==> config.mk <==
export PLATFORM = sky130hd
export DESIGN_NAME = i2c_uart_bridge_sched
export DESIGN_NICKNAME = d
export VERILOG_FILES = /design/src/rtl/i2c_uart_bridge_sched.sv
export SDC_FILE = /design/constraint.sdc
export NUM_CORES = 1
export LEC_CHECK = 0
export CAP_MARGIN = 20
export CELL_PAD_IN_SITES_DETAIL_PLACEMENT = 0
export CELL_PAD_IN_SITES_GLOBAL_PLACEMENT = 2
export CORE_MARGIN = 3
export CORE_UTILIZATION = 39
export DETAILED_ROUTE_END_ITERATION = 10
export GPL_TIMING_DRIVEN = 0
export HOLD_SLACK_MARGIN = 0.15
export PLACE_DENSITY = 0.83
export SYNTH_ARGS = -nofsm -noshare
export SYNTH_HDL_FRONTEND = slang
export SYNTH_SLANG_ARGS = --single-unit
==> constraint.sdc <==
create_clock -name clk -period 2.5 [get_ports clk]
set_input_delay 0.625 -clock clk [delete_from_list [all_inputs] [get_ports clk]]
set_output_delay 0.625 -clock clk [all_outputs]
set_load 0.05 [all_outputs]
==> src/rtl/i2c_uart_bridge_sched.sv <==
// i2c_uart_bridge_sched: buffers bytes from an I2C slave in a small FIFO and
// feeds them one at a time to a UART transmitter through a start/busy
// handshake. It asks the slave to NACK when the FIFO is full and pulses
// frame_done once every byte received before an I2C STOP has gone out.
// Optional feature: define BRIDGE_CRLF_APPEND_EN to send CR, LF at the end of
// each frame before frame_done pulses.
module i2c_uart_bridge_sched #(
   parameter int DEPTH       = 8,
   parameter int PTR_W       = 3,
   parameter int ACC_TIMEOUT = 15
) (
   input  logic             clk,
   input  logic             RST,
   input  logic [7:0]       i2c_data,
   input  logic             i2c_valid,
   input  logic             i2c_stop,
   output logic             i2c_nack,
   output logic [7:0]       uart_data,
   output logic             uart_start,
   input  logic             uart_busy,
   output logic [PTR_W:0]   fifo_count,
   output logic             overflow,
   output logic             tx_err,
   output logic             frame_done
);

   localparam int TMR_W = $clog2(ACC_TIMEOUT + 1);

   localparam logic [1:0] S_IDLE      = 2'd0;
   localparam logic [1:0] S_KICK      = 2'd1;
   localparam logic [1:0] S_WAIT_ACC  = 2'd2;
   localparam logic [1:0] S_WAIT_DONE = 2'd3;

   localparam logic [PTR_W:0]   CNT_FULL = (PTR_W + 1)'(DEPTH);
   localparam logic [PTR_W:0]   CNT_ONE  = 1;
   localparam logic [PTR_W-1:0] PTR_ONE  = 1;
   localparam logic [TMR_W-1:0] TMR_ONE  = 1;
   localparam logic [TMR_W-1:0] ACC_LAST = TMR_W'(ACC_TIMEOUT - 1);

   logic [7:0]       fifo_mem [DEPTH];
   logic [1:0]       state_q, state_d;
   logic [PTR_W-1:0] wr_ptr_q, wr_ptr_d;
   logic [PTR_W-1:0] rd_ptr_q, rd_ptr_d;
   logic [PTR_W:0]   count_q, count_d;
   logic [PTR_W:0]   stop_mark_q, stop_mark_d;
   logic             stop_pending_q, stop_pending_d;
   logic [7:0]       data_q, data_d;
   logic             overflow_q, overflow_d;
   logic             tx_err_q, tx_err_d;
   logic [TMR_W-1:0] acc_cnt_q, acc_cnt_d;
   logic             push, pop, close;
`ifdef BRIDGE_CRLF_APPEND_EN
   // 0: no trailer in flight, 1: CR in flight, 2: LF in flight
   logic [1:0]       crlf_q, crlf_d;
`endif

   // Next-state logic: FIFO bookkeeping, handshake sequencer and framing.
   always_comb begin
      state_d        = state_q;
      wr_ptr_d       = wr_ptr_q;
      rd_ptr_d       = rd_ptr_q;
      count_d        = count_q;
      stop_mark_d    = stop_mark_q;
      stop_pending_d = stop_pending_q;
      data_d         = data_q;
      overflow_d     = overflow_q;
      tx_err_d       = tx_err_q;
      acc_cnt_d      = acc_cnt_q;
      pop            = 1'b0;
      close          = 1'b0;
`ifdef BRIDGE_CRLF_APPEND_EN
      crlf_d         = crlf_q;
`endif
      // A full FIFO drops the byte even if a pop happens on the same edge.
      push = i2c_valid && (count_q != CNT_FULL);
      if (i2c_valid && !push) begin
         overflow_d = 1'b1;
      end

      case (state_q)
         S_IDLE: begin
`ifdef BRIDGE_CRLF_APPEND_EN
            // The CR/LF trailer takes precedence over queued bytes.
            if (crlf_q == 2'd2) begin
               close  = 1'b1;
               crlf_d = 2'd0;
            end else if (crlf_q == 2'd1) begin
               if (!uart_busy) begin
                  data_d  = 8'h0A;
                  crlf_d  = 2'd2;
                  state_d = S_KICK;
               end
            end else if ((count_q != '0) && !uart_busy) begin
               pop     = 1'b1;
               data_d  = fifo_mem[rd_ptr_q];
               state_d = S_KICK;
            end else if (stop_pending_q && (stop_mark_q == '0) && !uart_busy) begin
               data_d  = 8'h0D;
               crlf_d  = 2'd1;
               state_d = S_KICK;
            end
`else
            if ((count_q != '0) && !uart_busy) begin
               pop     = 1'b1;
               data_d  = fifo_mem[rd_ptr_q];
               state_d = S_KICK;
            end else if (stop_pending_q && (stop_mark_q == '0)) begin
               close = 1'b1;
            end
`endif
         end
         S_KICK: begin
            acc_cnt_d = '0;
            state_d   = S_WAIT_ACC;
         end
         S_WAIT_ACC: begin
            // No retry on timeout: the byte is abandoned.
            if (uart_busy) begin
               state_d = S_WAIT_DONE;
            end else if (acc_cnt_q == ACC_LAST) begin
               tx_err_d = 1'b1;
               state_d  = S_IDLE;
            end else begin
               acc_cnt_d = acc_cnt_q + TMR_ONE;
            end
         end
         default: begin
            if (!uart_busy) begin
               state_d = S_IDLE;
            end
         end
      endcase

      if (push) begin
         wr_ptr_d = wr_ptr_q + PTR_ONE;
      end
      if (pop) begin
         rd_ptr_d = rd_ptr_q + PTR_ONE;
      end
      case ({push, pop})
         2'b10:   count_d = count_q + CNT_ONE;
         2'b01:   count_d = count_q - CNT_ONE;
         default: count_d = count_q;
      endcase

      // stop_mark counts the bytes still owed to the open frame; loading it
      // from count_d includes a same-edge push and excludes a same-edge pop.
      if (close) begin
         stop_pending_d = 1'b0;
      end
      if (i2c_stop) begin
         stop_pending_d = 1'b1;
         stop_mark_d    = count_d;
      end else if (pop && (stop_mark_q != '0)) begin
         stop_mark_d = stop_mark_q - CNT_ONE;
      end
   end

   // Control and status registers.
   always_ff @(posedge clk or posedge RST) begin
      if (RST) begin
         state_q        <= S_IDLE;
         wr_ptr_q       <= '0;
         rd_ptr_q       <= '0;
         count_q        <= '0;
         stop_mark_q    <= '0;
         stop_pending_q <= 1'b0;
         data_q         <= '0;
         overflow_q     <= 1'b0;
         tx_err_q       <= 1'b0;
         acc_cnt_q      <= '0;
`ifdef BRIDGE_CRLF_APPEND_EN
         crlf_q         <= 2'd0;
`endif
      end else begin
         state_q        <= state_d;
         wr_ptr_q       <= wr_ptr_d;
         rd_ptr_q       <= rd_ptr_d;
         count_q        <= count_d;
         stop_mark_q    <= stop_mark_d;
         stop_pending_q <= stop_pending_d;
         data_q         <= data_d;
         overflow_q     <= overflow_d;
         tx_err_q       <= tx_err_d;
         acc_cnt_q      <= acc_cnt_d;
`ifdef BRIDGE_CRLF_APPEND_EN
         crlf_q         <= crlf_d;
`endif
      end
   end

   // FIFO storage; contents need no reset since pointers define validity.
   always_ff @(posedge clk) begin
      if (push) begin
         fifo_mem[wr_ptr_q] <= i2c_data;
      end
   end

   assign uart_start = (state_q == S_KICK);
   assign i2c_nack   = (count_q == CNT_FULL);
   assign fifo_count = count_q;
   assign uart_data  = data_q;
   assign overflow   = overflow_q;
   assign tx_err     = tx_err_q;
   assign frame_done = close;

endmodule

# ---- Yosys cells after proc, flatten, opt, wreduce, memory -nomap -nowiden
# Memories as Yosys holds them, arrays and structs flattened. A register that Yosys moved wholly into a read port is not among the register bits.
# Index checks and enable logic that the tools add are counted.
dict set report totals {
  reg_bits 23
  ramBits 64
  in_bits 13
  out_inout_bits 17
  wordCells 67
  mem_count 1
}
# memory depth width rd rd_ports_with_merged_regs wr line_no
set memory_table {}
lappend memory_table {fifo_mem 8 8 1 1 1 40} ;# logic [7:0] fifo_mem [DEPTH];
dict set report op_classes {
  n_addsub 6
  eq_ne 12
  muxes 20
  bitwise 1
  n_reduce_logical 18
}
# op count
set ops {}
lappend ops {{4-bit two-way mux} 4}
lappend ops {{4-bit one-hot mux with 2 select lines} 2}
lappend ops {{1-bit two-way mux} 9}
lappend ops {{3-bit AND reduction} 3}
lappend ops {{4-bit by 1-bit adder with 4-bit output, second input constant} 2}
lappend ops {{4-bit == test, second input constant} 2}
lappend ops {{2-bit two-way mux} 4}
lappend ops {{4-bit nonzero test} 2}
lappend ops {{4-bit by 1-bit subtractor with 4-bit output, second input constant} 2}
lappend ops {{3-bit by 1-bit adder with 3-bit output, second input constant} 2}
lappend ops {{2-bit != test, second input constant} 3}
lappend ops {{2-bit one-hot mux with 3 select lines} 1}
lappend ops {{2-bit nonzero test} 3}
lappend ops {{1-bit logical AND} 5}
lappend ops {{2-bit by 1-bit == test with 1-bit output, second input constant} 2}
lappend ops {{2-bit == test, second input constant} 2}
lappend ops {{4-bit logical NOT} 1}
lappend ops {{4-bit by 2-bit != test with 1-bit output, second input constant} 1}
lappend ops {{4-bit != test, second input constant} 1}
lappend ops {{3-bit != test, second input constant} 1}
lappend ops {{1-bit logical NOT} 2}
lappend ops {{2-bit logical NOT} 1}
lappend ops {{2-bit AND reduction} 1}
lappend ops {{1-bit inverter} 1}

# ---- Depth between registers and ports, before layout
dict set report logic_depth {
  ltp_word 7
  ltp_mapped 12
  ltp_nobuf 11
}

# ---- Worst setup path after synthesis
# OpenSTA, ideal clock, no wires.
dict set report synth_path {
  path_kind {register -> register}
  start {reg count_q[1], in the netlist fifo_count[1]}
  end {reg count_q[3], in the netlist fifo_count[3]}
  setup_ns 0.147
  arrival_time_ns 3.418
  required_ns 2.353
  setup_slack_ns -1.065
  path_stages_with_launch 10
  n_path_buf 1
  synth_period_minus_slack_ns 3.565
  cell_sequence {dfrtp_1 > buf_2 > nor4b_2 > nor2b_1 > inv_2 > ha_1 > or4b_4 > o22ai_2 > or2_4 > xor2_2}
}
dict set report synth_between {
  elab_chain_cells 6
  word_cells_on_any_way 11
}
# element line_no
set synth_rtl {}
lappend synth_rtl {{from (decl)} 44} ;# logic [PTR_W:0] count_q, count_d;
lappend synth_rtl {{from (signal assigned)} 179} ;# count_q <= count_d;
lappend synth_rtl {{4-bit nonzero test} 103} ;# if ((count_q != '0) && !uart_busy) begin
lappend synth_rtl {{1-bit logical AND} 103}
lappend synth_rtl {{1-bit two-way mux} 103}
lappend synth_rtl {{1-bit two-way mux} 80} ;# case (state_q)
lappend synth_rtl {{2-bit by 1-bit == test with 1-bit output / 2-bit == test (equally long branches)} 140} ;# case ({push, pop})
lappend synth_rtl {{4-bit one-hot mux with 2 select lines *} 140}
lappend synth_rtl {{net count_d[3]} 44}
# Mark *: on every way through the listed nets, which the timed path passes. The rest lies on a longest branch.
# A chain may end at the register's enable or synchronous reset.

# ---- Final worst setup path
dict set report layout_path {
  start {reg count_q[0], in the netlist fifo_count[0]}
  end {out i2c_nack}
}
dict set report layout_between {
  elab_chain_cells 1
}
# element line_no
set layout_rtl {}
lappend layout_rtl {{4-bit == test} 200} ;# assign i2c_nack = (count_q == CNT_FULL);
lappend layout_rtl {{to (decl)} 17} ;# output logic i2c_nack,
# No other way between the ends.

==> flow_summary.ini <==
[clocking]
cts_buffers = 9
clockBufferDepth = 2
cts_root_buffer = clkbuf_8
htree_levels = 3
cts_hold_buffers = 0
cts_tree = built
worstSkewPairLatency_ns = 0.36
cts.sinks = 95
path_clk_slew_ns = 0.09

[min_path]
hold_path.class = reg -> reg
worstHoldStart = overflow$_DFFE_PP0P_
hold_depth = 1
whs_endpoint = overflow$_DFFE_PP0P_

[sta]
fin_skew_ns = 0.0114
period_minus_slack_ns = 2.42
setup_ws_ns = 0.0849
max_freq_mhz = 414
period_share_pct = 96.6
finalHoldViolCount = 0
relSlewSlack_pct = 41.1
drv_slew = 0
setup_viol = 0
setup_tns_ns = 0
tightest_slew_ns = 0.881
rsz0062_at_grt = yes

[cells_and_area]
syn_to_final_growth_pct = 21.2
fillers = 844
drive_gt1_share_pct = 25.4
multi_input_area_um2 = 1420
fin_nets = 339
antennaDiodeCount = 0
final-seq-area_um2 = 2700
finalNonFillerCells = 452

[detailed_routing]
routed_wl_mm = 7.65
ant_nets = 0
route.detailed.drc = 0
vias = 2291
drt-pass1-iter-count = 4
viasPerCell = 5.07
drtIter0Drc = 147
wl_per_cell_um = 16.9

[global_route]
grt_overflow_total = 0
track_usage_pct = 14.1
grt_pass1_wl_mm = 12.4
grt_max_degree = 19
grt_pass1_vias = 2365
antenna_found_initial = 0

[run]
cap_violations = 0

[yosys]
synth_flop_cell = edfxtp_1
synth.area.top_cells = edfxtp_1 47%, dfrtp_1 19%, mux4_2 8.7%
synth.top_cells.by_count = 64 x edfxtp_1, 31 x dfrtp_1, 18 x nor2_1
synth_compound_area_share_pct = 4.33
yosysMostFrequentCell = edfxtp_1
synth_mux_area_share_pct = 13.1
synth_top_area_cell = edfxtp_1
synthXorXnorAreaFrac_pct = 2.30
syn_inst = 263
synth_top_family_by_area = multiplexers
synth-seq-cells = 95
yosysWarnings = 0
synth_fp_nets = 288
seq_area_frac_synth_pct = 65.3
synthArstFlopShare_pct = 32.6
avgSynthCellArea_um2 = 15.7
synth_fa_ha_area_share_pct = 3.64
synth_top_area_share_pct = 46.5
syn_area_um2 = 4130
synth-edff-count = 64
synthSimpleGateAreaFrac_pct = 8.88
ys_types = 50

[worst_setup_path]
critPathMaxFanout = 8
criticalPathCategory = reg -> out
crit_path_top_delay_cell = dlygate4sd2_1
end_kind = primary output
crit_chain = nor4b_4 > dlygate4sd2_1
r2r_slack_ns = 0.13
r2r_cells = 8
cpPeakStageDelay_ns = 0.57
rr_startpoint = fifo_count[0]$_DFF_PP0_
crit_required_ns = 1.88
r2r_end = stop_mark_q[1]$_DFFE_PP0P_
cp.arrival_ns = 1.79
startpoint_type = flop

[floorplanning]
ioPinCount = 30
fp-row-count = 36
core-area_um2 = 10000
fp.dieW_um = 109
die_y_um = 109
die-area_um2 = 11900
start_util_pct = 41.1

[pwr]
power.density_nw_per_um2 = 1200
peakVddDrop_uv = 639
total_leakage_power_nw = 1.85

[placement]
hpwlAfterDp_mm = 5.17
io_buffers = 29
dp.cells = 431
gp_congestion = 0.710
dp_slack_ns = -1.12

[run_status]
status = finished clean
==> per-stage QoR <==
stage               cell area, um^2  hold slack (ns)  power [mW]  utilization, %
finish                         5010            0.465        6.03            49.9
floorplan                      4180            0.449        4.16               -
global route                   5010            0.493        6.41            49.9
global placement               4640            0.439        4.80            46.2
CTS                            4980            0.473        6.08            49.6
detailed placement             4710            0.452        4.87            46.8
==> cells in the final DEF, fill, tap and decap left out, drive strengths merged, types with 2 or more instances in the layout <==
| cell | instances |
|---|---|
| clkdlybuf4s50 | 25 |
| nor2b | 2 |
| nor3b | 2 |
| dlygate4sd2 | 2 |
| xor2 | 3 |
| nor3 | 6 |
| inv | 16 |
| a21o | 2 |
| xnor2 | 7 |
| nor4b | 2 |
| mux2i | 12 |
| buf | 20 |
| a221oi | 2 |
| nand2 | 11 |
| bufinv | 2 |
| nand4 | 2 |
| edfxtp | 64 |
| clkbuf | 11 |
| o21ai | 9 |
| nor4 | 3 |
| a21oi | 12 |
| nand3 | 3 |
| nand2b | 6 |
| mux4 | 16 |
| nor2 | 18 |
| ha | 12 |
| mux2 | 5 |
| dfrtp | 31 |
==> worst max-delay path, delay by kind of cell, from the launching register on <==
kind,cells,cell delay [ns]
buffers and inverters,1,0.57
flip-flops,1,0.50
AND/OR/NAND/NOR,1,0.36
==> where the power goes <==
| part | internal (mW) | total (mW) | switching [mW] |
|---|---|---|---|
| clock | 0.582 | 1.14 | 0.562 |
| sequential | 2.06 | 2.34 | 0.277 |
| combinational | 1.13 | 2.55 | 1.41 |
| total | 3.78 | 6.03 | 2.25 |
==> cell families after synthesis <==
| logic type | after synthesis |
|---|---|
| flip-flops | 95 |
| AND/OR/NAND/NOR | 63 |
| multiplexers | 33 |
| AO/OA/AOI/OAI | 29 |
| buffers and inverters | 21 |
| adder cells (fa/ha/maj) | 12 |
| XOR/XNOR | 10 |
==> how the worst max path moves through the flow <==
stage	depth (start not counted)	slack, ns	end	start
floorplan	9	-0.40	stop_mark_q[1]$_DFFE_PP0P_	fifo_count[1]$_DFF_PP0_
global placement	9	-1.08	stop_mark_q[1]$_DFFE_PP0P_	uart_busy
detailed placement	9	-1.12	stop_mark_q[1]$_DFFE_PP0P_	uart_busy
CTS	10	-0.01	stop_mark_q[1]$_DFFE_PP0P_	fifo_count[1]$_DFF_PP0_
global route	8	-0.02	stop_mark_q[1]$_DFFE_PP0P_	fifo_count[0]$_DFF_PP0_
finish	2	0.08	i2c_nack	fifo_count[0]$_DFF_PP0_
==> flip-flops by register name, indices dropped and copies added (netlist names) <==
signal	count
uart_data	8
fifo_count	4
wr_ptr_q	3
state_q	2
stop_mark_q	4
acc_cnt_q	4
tx_err	1
fifo_mem	64
overflow	1
stop_pending_q	1
rd_ptr_q	3
==> layout make-up <==
cell class | instances | share of cell area (%)
tap | 133 | 3.32
clock inverter | 6 | 1.95
buffer | 6 | 0.725
multi-input combinational | 147 | 28.3
timing repair buffer | 43 | 8.27
clock buffer | 10 | 2.55
sequential | 95 | 54.0
inverter | 12 | 0.950
==> metal layers <==
layer / vias up / wire length, um / share of wire [%] / global-route usage [%]
li1: 1092 / - / - / -
met1: 1138 / 3380 / 44 / 18.7
met2: 53 / 3820 / 50 / 22.6
met3: 8 / 375 / 4.9 / 2.84
met4: 0 / 78 / 1.0 / 5.95
met5: - / 0 / 0 / 0
==> what timing repair did <==
action,CTS,global route
resized for setup,16,9
setup endpoints to repair,10,13
pin swaps,3,4
setup buffers,3,5
Power figures use the tool's default switching activity.
